**config.mk**
```make
export PLATFORM = sky130hd
export DESIGN_NAME = csa_accumulator
export DESIGN_NICKNAME = d
export VERILOG_FILES = /design/src/rtl/csa_pkg.sv /design/src/rtl/csa_row.sv /design/src/rtl/csa_accumulator.sv
export SDC_FILE = /design/constraint.sdc
export NUM_CORES = 1
export LEC_CHECK = 0
export BUFFER_PORTS_ARGS = -buffer_cell sky130_fd_sc_hd__buf_2
export CORE_AREA = 2 2 84 86
export CTS_BUF_LIST = sky130_fd_sc_hd__clkbuf_8
export CTS_CLUSTER_SIZE = 40
export DETAILED_ROUTE_END_ITERATION = 10
export DIE_AREA = 0 0 86 88
export GPL_TIMING_DRIVEN = 0
export SLEW_MARGIN = 20
export SYNTH_ARGS = -nofsm -noshare
export SYNTH_HDL_FRONTEND = slang
export SYNTH_SLANG_ARGS = --single-unit
```
**constraint.sdc**
```tcl
create_clock -name clk -period 2.6 [get_ports clk]
set_clock_uncertainty 0.15 [all_clocks]
set_input_delay 0.52 -clock clk [delete_from_list [all_inputs] [get_ports clk]]
set_output_delay 0.52 -clock clk [all_outputs]
set_load 0.02 [all_outputs]
```
**src/rtl/csa_pkg.sv**
```systemverilog
// Shared types and width helpers for the streaming carry-save accumulator.
// Optional feature: CSA_ACC_SIGNED_EN (see csa_accumulator.sv).
package csa_pkg;

    typedef enum logic [1:0] {
        ACCUM   = 2'd0,
        RESOLVE = 2'd1,
        DONE    = 2'd2
    } state_t;

    function automatic int calc_acc_w(input int width, input int max_ops);
        return width + $clog2(max_ops);
    endfunction

    function automatic int calc_nchunk(input int acc_w, input int chunk);
        return (acc_w + chunk - 1) / chunk;
    endfunction

    function automatic int calc_cnt_w(input int max_ops);
        return $clog2(max_ops + 1);
    endfunction

    // Index width that stays at least one bit when there is a single chunk.
    function automatic int calc_idx_w(input int n);
        return (n > 1) ? $clog2(n) : 1;
    endfunction

endpackage

```
**src/rtl/csa_row.sv**
```systemverilog
// Bitwise 3:2 compressor row: sum = a^b^c, carry = maj(a,b,c), carry left unshifted.
module csa_row #(
    parameter int W = 12
) (
    input  logic [W-1:0] i_a,
    input  logic [W-1:0] i_b,
    input  logic [W-1:0] i_c,
    output logic [W-1:0] o_sum,
    output logic [W-1:0] o_carry
);

    genvar gi;
    generate
        for (gi = 0; gi < W; gi++) begin : g_fa
            assign o_sum[gi]   = i_a[gi] ^ i_b[gi] ^ i_c[gi];
            assign o_carry[gi] = (i_a[gi] & i_b[gi]) | (i_a[gi] & i_c[gi]) | (i_b[gi] & i_c[gi]);
        end
    endgenerate

endmodule

```
**src/rtl/csa_accumulator.sv**
```systemverilog
// Streaming multi-operand accumulator: operands fold into a redundant S/C pair, then a
// chunked carry-propagate pass resolves the group. CSA_ACC_SIGNED_EN selects sign-extension.
module csa_accumulator
    import csa_pkg::*;
#(
    parameter  int WIDTH   = 8,
    parameter  int MAX_OPS = 16,
    parameter  int CHUNK   = 4,
    localparam int ACC_W   = calc_acc_w(WIDTH, MAX_OPS),
    localparam int CNT_W   = calc_cnt_w(MAX_OPS)
) (
    input  logic             clk,
    input  logic             rst_n,
    input  logic             in_valid,
    output logic             in_ready,
    input  logic [WIDTH-1:0] in_data,
    input  logic             in_last,
    output logic             out_valid,
    input  logic             out_ready,
    output logic [ACC_W-1:0] out_data,
    output logic [CNT_W-1:0] out_count
);

    localparam int NCHUNK = calc_nchunk(ACC_W, CHUNK);
    localparam int IDX_W  = calc_idx_w(NCHUNK);
    localparam int NSLOT  = 2 ** IDX_W;
    localparam int PAD_W  = NCHUNK * CHUNK;

    state_t             r_state;
    logic [ACC_W-1:0]   r_s;
    logic [ACC_W-1:0]   r_c;
    logic [CNT_W-1:0]   r_count;
    logic [IDX_W-1:0]   r_chunk;
    logic               r_carry;
    logic [CHUNK-1:0]   r_res [NSLOT];

    logic [ACC_W-1:0]   w_x;
    logic [ACC_W-1:0]   w_sum;
    logic [ACC_W-1:0]   w_maj;
    logic [ACC_W-1:0]   w_carry_sh;
    logic [CNT_W-1:0]   w_count_nx;
    logic               w_close;
    logic [PAD_W-1:0]   w_s_pad;
    logic [PAD_W-1:0]   w_c_pad;
    logic [PAD_W-1:0]   w_res_pad;
    logic [CHUNK-1:0]   w_s_chk [NSLOT];
    logic [CHUNK-1:0]   w_c_chk [NSLOT];
    logic [CHUNK:0]     w_chunk_sum;

`ifdef CSA_ACC_SIGNED_EN
    assign w_x = ACC_W'($signed(in_data));
`else
    assign w_x = ACC_W'(in_data);
`endif

    csa_row #(.W(ACC_W)) u_row (
        .i_a     (r_s),
        .i_b     (r_c),
        .i_c     (w_x),
        .o_sum   (w_sum),
        .o_carry (w_maj)
    );

    assign w_carry_sh = w_maj << 1;
    assign w_count_nx = r_count + 1'b1;
    assign w_close    = in_last || (w_count_nx == CNT_W'(MAX_OPS));

    always_comb begin
        w_s_pad = '0;
        w_c_pad = '0;
        w_s_pad[ACC_W-1:0] = r_s;
        w_c_pad[ACC_W-1:0] = r_c;
    end

    // Slots past NCHUNK read as zero so the chunk mux never indexes out of range.
    genvar gi;
    generate
        for (gi = 0; gi < NSLOT; gi++) begin : g_slot
            if (gi < NCHUNK) begin : g_live
                assign w_s_chk[gi] = w_s_pad[gi*CHUNK +: CHUNK];
                assign w_c_chk[gi] = w_c_pad[gi*CHUNK +: CHUNK];
                assign w_res_pad[gi*CHUNK +: CHUNK] = r_res[gi];
            end else begin : g_pad
                assign w_s_chk[gi] = '0;
                assign w_c_chk[gi] = '0;
            end
        end
    endgenerate

    assign w_chunk_sum = {1'b0, w_s_chk[r_chunk]} + {1'b0, w_c_chk[r_chunk]}
                       + {{CHUNK{1'b0}}, r_carry};

    always_ff @(posedge clk or negedge rst_n) begin
        if (!rst_n) begin
            r_state <= ACCUM;
            r_s     <= '0;
            r_c     <= '0;
            r_count <= '0;
            r_chunk <= '0;
            r_carry <= 1'b0;
            for (int k = 0; k < NSLOT; k++) begin
                r_res[k] <= '0;
            end
        end else begin
            case (r_state)
                ACCUM: begin
                    if (in_valid) begin
                        r_s     <= w_sum;
                        r_c     <= w_carry_sh;
                        r_count <= w_count_nx;
                        if (w_close) begin
                            r_state <= RESOLVE;
                            r_chunk <= '0;
                            r_carry <= 1'b0;
                        end
                    end
                end
                RESOLVE: begin
                    r_res[r_chunk] <= w_chunk_sum[CHUNK-1:0];
                    r_carry        <= w_chunk_sum[CHUNK];
                    if (r_chunk == IDX_W'(NCHUNK - 1)) begin
                        r_state <= DONE;
                    end else begin
                        r_chunk <= r_chunk + 1'b1;
                    end
                end
                DONE: begin
                    if (out_ready) begin
                        r_s     <= '0;
                        r_c     <= '0;
                        r_count <= '0;
                        r_state <= ACCUM;
                    end
                end
                default: r_state <= ACCUM;
            endcase
        end
    end

    assign in_ready  = (r_state == ACCUM);
    assign out_valid = (r_state == DONE);
    assign out_data  = w_res_pad[ACC_W-1:0];
    assign out_count = r_count;

endmodule

```
== Word-level counts from Yosys, hierarchy flattened ==
Cells that the tools add are included.
Operators by class
  divide/modulo/power cells: 0
  equality and inequality tests: 9
  multiplexer cells: 29
  add/sub/neg operators: 4
  bitwise operators: 64
  multiply operators: 0
  reductions and logical operators: 9
  shift operators: 0
  magnitude comparators: 2
Operator list (number)
  12-bit one-hot mux with 2 select lines: 2
  12-bit 2-to-1 mux: 3
  1-bit AND: 27
  4-bit 2-to-1 mux: 5
  1-bit bitwise XOR: 20
  4-bit binary-select mux with 2-bit select: 2
  16-bit bitwise mux: 1
  1-bit bitwise OR: 16
  2-bit 2-to-1 mux: 7
  5-bit 2-to-1 mux: 2
  5-bit one-hot mux with 2 select lines: 1
  4-bit demux with 2-bit select: 1
  4-bit AND reduction: 2
  2-bit inequality test, second input constant: 3
  2-bit one-hot mux with 3 select lines: 1
  3-bit AND reduction: 2
  4-bit by 4-bit adder with 5-bit output: 1
  5-bit by 1-bit adder with 5-bit output: 1
  5-bit by 1-bit adder with 5-bit output, second input constant: 1
  5-bit equality test, second input constant: 1
  2-bit equality test, second input constant: 2
  2-bit by 1-bit inequality test with 1-bit output, second input constant: 2
  2-bit one-hot mux with 2 select lines: 1
  2-bit nonzero test: 2
  10 further kinds: 11
Word-level totals
  logic and storage cells: 127
  bits in read-only memories: 0
  input bits: 13
  output and inout port bits: 19
  latch bits: 0
  bits in writable memories: 0
  bits in registers: 50
  memories kept: 0

== Longest topological paths before layout ==
  depth after elaboration: 7
  gate-level depth with buffers: 11
  mapped depth without buffers: 10

== Modules after synthesis ==
A second synthesis with hierarchy kept.
Second synthesis, totals
  cell total of the unflattened synthesis: 196
  area, all modules: 2352.3 µm²
By module, submodules not included
  csa_accumulator: sequential area each 1126.1 µm², instances 1, area an instance 2112.0 µm², cells an instance 184
  csa_row: sequential area each 0.0 µm², instances 1, area an instance 240.2 µm², cells an instance 12

== Least setup slack after synthesis ==
OpenSTA, ideal clock, no wires.
  path kind: register to register
  start point: reg r_chunk[1]
  end point: reg r_carry
  path buffers: 1
  setup slack: 0.035 ns
  stages on the path, launching flop included: 12
  data arrival time: 2.277 ns
  required time: 2.312 ns
  path through: dfrtp_1 > clkbuf_1 > mux2i_1 > nor2_1 > a21oi_1 > fa_1 > inv_1 > fa_1 > a21o_1 > a21oi_1 > mux2_2 > a21oi_1
On the way
  cells in the longest elaborated chain, start to end: 7
  elaborated cells between the ends (all ways): 10
  classes of those cells: add/sub (2); mux (7); bitwise (1)
RTL lines
  start, declared: line csa_accumulator.sv:33  | logic [IDX_W-1:0] r_chunk;
  start signal, assigned: line csa_accumulator.sv:124  | r_chunk <= r_chunk + 1'b1;
  2-bit NOT with 3-bit output (not written as such) *: line csa_accumulator.sv:90  | assign w_chunk_sum = {1'b0, w_s_chk[r_chunk]} + {1'b0, w_c_chk[r_chunk]}
  4-bit binary-select mux with 2-bit select: line csa_accumulator.sv:90
  4-bit 2-to-1 mux (not written as such) (2 in series): line csa_accumulator.sv:90
  4-bit by 4-bit adder with 5-bit output *: line csa_accumulator.sv:90
  5-bit by 1-bit adder with 5-bit output *: line csa_accumulator.sv:91  | + {{CHUNK{1'b0}}, r_carry};
  1-bit one-hot mux with 2 select lines *: line csa_accumulator.sv:105  | case (r_state)
  end signal, assigned: line csa_accumulator.sv:120  | r_carry <= w_chunk_sum[CHUNK];
  end, declared: line csa_accumulator.sv:34  | logic r_carry;
Every way passes the cells marked *; elsewhere a longest branch is shown, timed or not. The select of a mux whose other input is x is not followed.
A chain may end at the register's enable or synchronous reset.

== Worst setup path in the final report ==
Ends and elaborated chain as after synthesis.

==> summary.md <==
| Metric | Value |
|---|---|
| Final HPWL DP | `3.39 mm` |
| Hold-fix buffers, CTS | `0` |
| Die span in y | `88 um` |
| DRT iter0 DRCs | `76` |
| Cell count after synthesis | `196` |
| Critical-path cell list | `buf_8 -> mux2i_2 -> nor2_1 -> a21oi_2 -> fa_2 -> inv_1 -> fa_2 -> a21o_1 -> a21oi_1 -> mux2_2 -> a21oi_1` |
| Worst Max-Slew Pin Slew | `roughly 570 ps` |
| Pin count of the biggest net entering global routing | `between 40 and 50` |
| Setup ws final | `154 ps` |
| Sequential share of power | `0.386` |
| Total number of vias | `1595` |
| CTS Buf Count | `5` |
| Max-slew violation count | `0` |
| Normalized max-slew margin | `0.617` |
| Comb power frac | `0.490` |
| Ys Warns | `0` |
| Power per Cell Area | `1250 nW/um^2` |
| Number of fill cells | `655` |
| Crit start category | `flop` |
| Via-to-Cell Ratio | `between 5 and 6` |
| Worst r2r path cells | `11` |
| Clock group share of total power | `0.124` |
| Synth Cell Area | `2290 sq um` |
| Layout net count | `269` |
| Area Overhead vs Synth | `16.6%` |
| Final wirelength | `4.73 mm` |
| Number of global-route vias before repair | `1673` |
| Max Clk Rate | `roughly 0.41 GHz` |
| WS Path Type | `reg2reg` |
| P_int | `1910 uW` |
| Mapped Nets | `229` |
| NetSw | `1410 uW` |
| Crit path DAT | `around 2500 ps` |
| Rows | `30` |
| Non-filler cells, final | `317` |
| Outcome | `finished clean` |
| Clk sink count | `45` |
| Sw Ratio | `0.425` |
| Fraction of layout cells with a size suffix above 1 | `0.224` |
| Min Tclk post-route | `2450 ps` |
| Syn avg cell area | `11.7 sq um` |
| I/O Pins | `32` |
| GRT overflow | `0` |
| Hold WS | `58.0 ps` |
| DR pass1 iterations | `6` |
| Worst slack, placed | `-370 ps` |
| Final RePlAce weighted congestion | `0.777` |
| Leakage power | `between 0.001 and 0.0015 uW` |
| Fin crit share | `0.941` |
| Unrepaired setup endpoints after global routing | `false` |
| Stages on worst setup path | `11` |
| CP max FO | `7` |
| Crit path max-delay cell type | `dfrtp_1` |
| Reg area | `between 1000 and 1500 sq um` |
| Clock transition at path regs | `about 80 ps` |
| Most common cell after layout, fill and taps aside | `dfrtp_1` |
| Hold Path Class | `in2async` |
| ANT cells | `0` |
| H-tree levels | `2` |
| Fin util | `0.401` |
| Max-cap violation count | `0` |
| Cells after DPL | `just over 300` |
| Peak supply drop | `roughly 0.00031 V` |
| Global-route wire length before repair | `8.21 mm` |
| Final hold vios | `0` |
| Port Buffers | `31` |
| Horiz. Die Dim | `86 um` |
| Count of cell types in the netlist | `33` |
| DR WL/cell | `14.9 um` |
| Largest stage delay, worst path | `410 ps` |
| Multi-input gate area | `1120 sq um` |
| Initial Utilization | `0.344` |
| Setup crit end kind | `flop` |
| Core footprint | `6640 sq um` |
| Crit path buf inv count | `2` |
| Final setup viols | `0` |
| CTS max path bufs | `2` |
| Post-DRT Antenna Nets | `0` |
| CTS tree | `yes` |
| Most frequent cells in the layout | `dfrtp_1, buf_2, a22o_1, nand2_1, o21ai_0` |
| CP delay by family, top | `adder cells` |
| Initial antenna violation count | `0` |
| FF+latch count, synth | `45` |
| Clk_lat worst skew | `300 ps` |
| GRT Util Overall | `0.141` |
| DRC violations left | `0` |
| Seq/Total Area, Yosys | `0.493` |
| DIE AREA | `7570 sq um` |
| Worst EP required | `2620 ps` |
| CTS Root Cell | `clkbuf_8` |
## power by group through the flow
stage,combinational (uW),clock [uW],sequential (uW)
floorplan,1060,0,1350
global placement,1560,0,1280
detailed placement,1600,0,1290
CTS,1620,428,1280
global route,1890,453,1330
finish,1630,414,1280
## flip-flops by register name, indices dropped and copies added, names as in the netlist
register,count
r_carry,1
r_c,11
r_chunk,2
out_data,12
out_count,5
r_state,2
r_s,12
## cells by family (layout without fill, tap and decap cells)
family	after synthesis	count (layout)	share of synthesized area
AO/OA/AOI/OAI	55	55	0.173
flip-flops	45	45	0.493
AND/OR/NAND/NOR	45	45	0.0941
adder cells (fa/ha/maj)	20	20	0.139
multiplexers	13	13	0.0597
buffers and inverters	13	54	0.0224
XOR/XNOR	5	5	0.0192
## path summary, 6_finish.rpt
path	slack [ps]	start	endpoint
max	150	r_chunk[1]	r_carry
min	60	rst_n	r_c[7]
max reg2reg	150	r_chunk[1]	r_carry
min reg2reg	330	out_data[0]	out_data[0]
max in group asynchronous	1860	rst_n	r_c[10]
min in group clk	270	out_ready	r_s[11]
## timing repair
| action | CTS | global route |
|---|---|---|
| setup buffers | 0 | 2 |
| resized for setup | 4 | 7 |
| pin swaps | 0 | 1 |
| setup endpoints to repair | 10 | 7 |
## layout make-up
cell class / count / area share
flip-flops and latches: 45 / 0.422
inverters: 5 / 0.00704
plain buffers: 8 / 0.0169
clock inverters: 3 / 0.00422
clock buffers: 5 / 0.0258
repair buffers: 33 / 0.0648
multi-input cells: 138 / 0.421
well taps: 80 / 0.0375
## through the flow
stage | setup TNS [ps] | total power, uW | instance area (sq um)
2_1_floorplan | 0 | 2410 | 2290
4_1_cts | 0 | 3330 | 2640
3_3_place_gp | -1500 | 2840 | 2540
5_1_grt | 0 | 3670 | 2670
6_report | 0 | 3330 | 2670
3_5_place_dp | -1560 | 2890 | 2540
## worst register-to-register path, cell delays in order, from the launching register on
cell	delay [ps]
dfrtp_1	410
buf_8	150
mux2i_2	220
nor2_1	70
a21oi_2	170
fa_2	240
inv_1	50
fa_2	340
a21o_1	180
a21oi_1	130
mux2_2	160
a21oi_1	30
## synth_stat cells (all sizes together)
master,n,area share
inv,5,0.0082
xnor2,4,0.015
and2b,1,0.0033
o31ai,4,0.013
a21o,1,0.0033
dfrtp,45,0.49
nor2,6,0.0099
a22o,25,0.096
or2,2,0.0055
clkbuf,3,0.0049
or4b,1,0.0044
mux2i,8,0.035
mux2,5,0.025
nand2,23,0.038
nor3,1,0.0022
and3,1,0.0027
o21bai,1,0.0033
and4b,1,0.0044
a21oi,6,0.013
nor3b,2,0.0066
o21ai,13,0.028
a31oi,1,0.0027
nor2b,4,0.011
buf,5,0.0093
fa,9,0.079
nand3,3,0.0066
o22a,1,0.0038
o21a,2,0.0066
o22ai,1,0.0027
xor2,1,0.0038
ha,11,0.060
## metal layers
layer / share of wire / track usage / vias to the layer above
met2: 0.46 / 0.215 / 36
met1: 0.49 / 0.192 / 772
met5: 0 / 0 / -
li1: - / - / 781
met4: 0.013 / 0.0563 / 0
met3: 0.036 / 0.0349 / 6
Power figures use the tool's default switching activity.
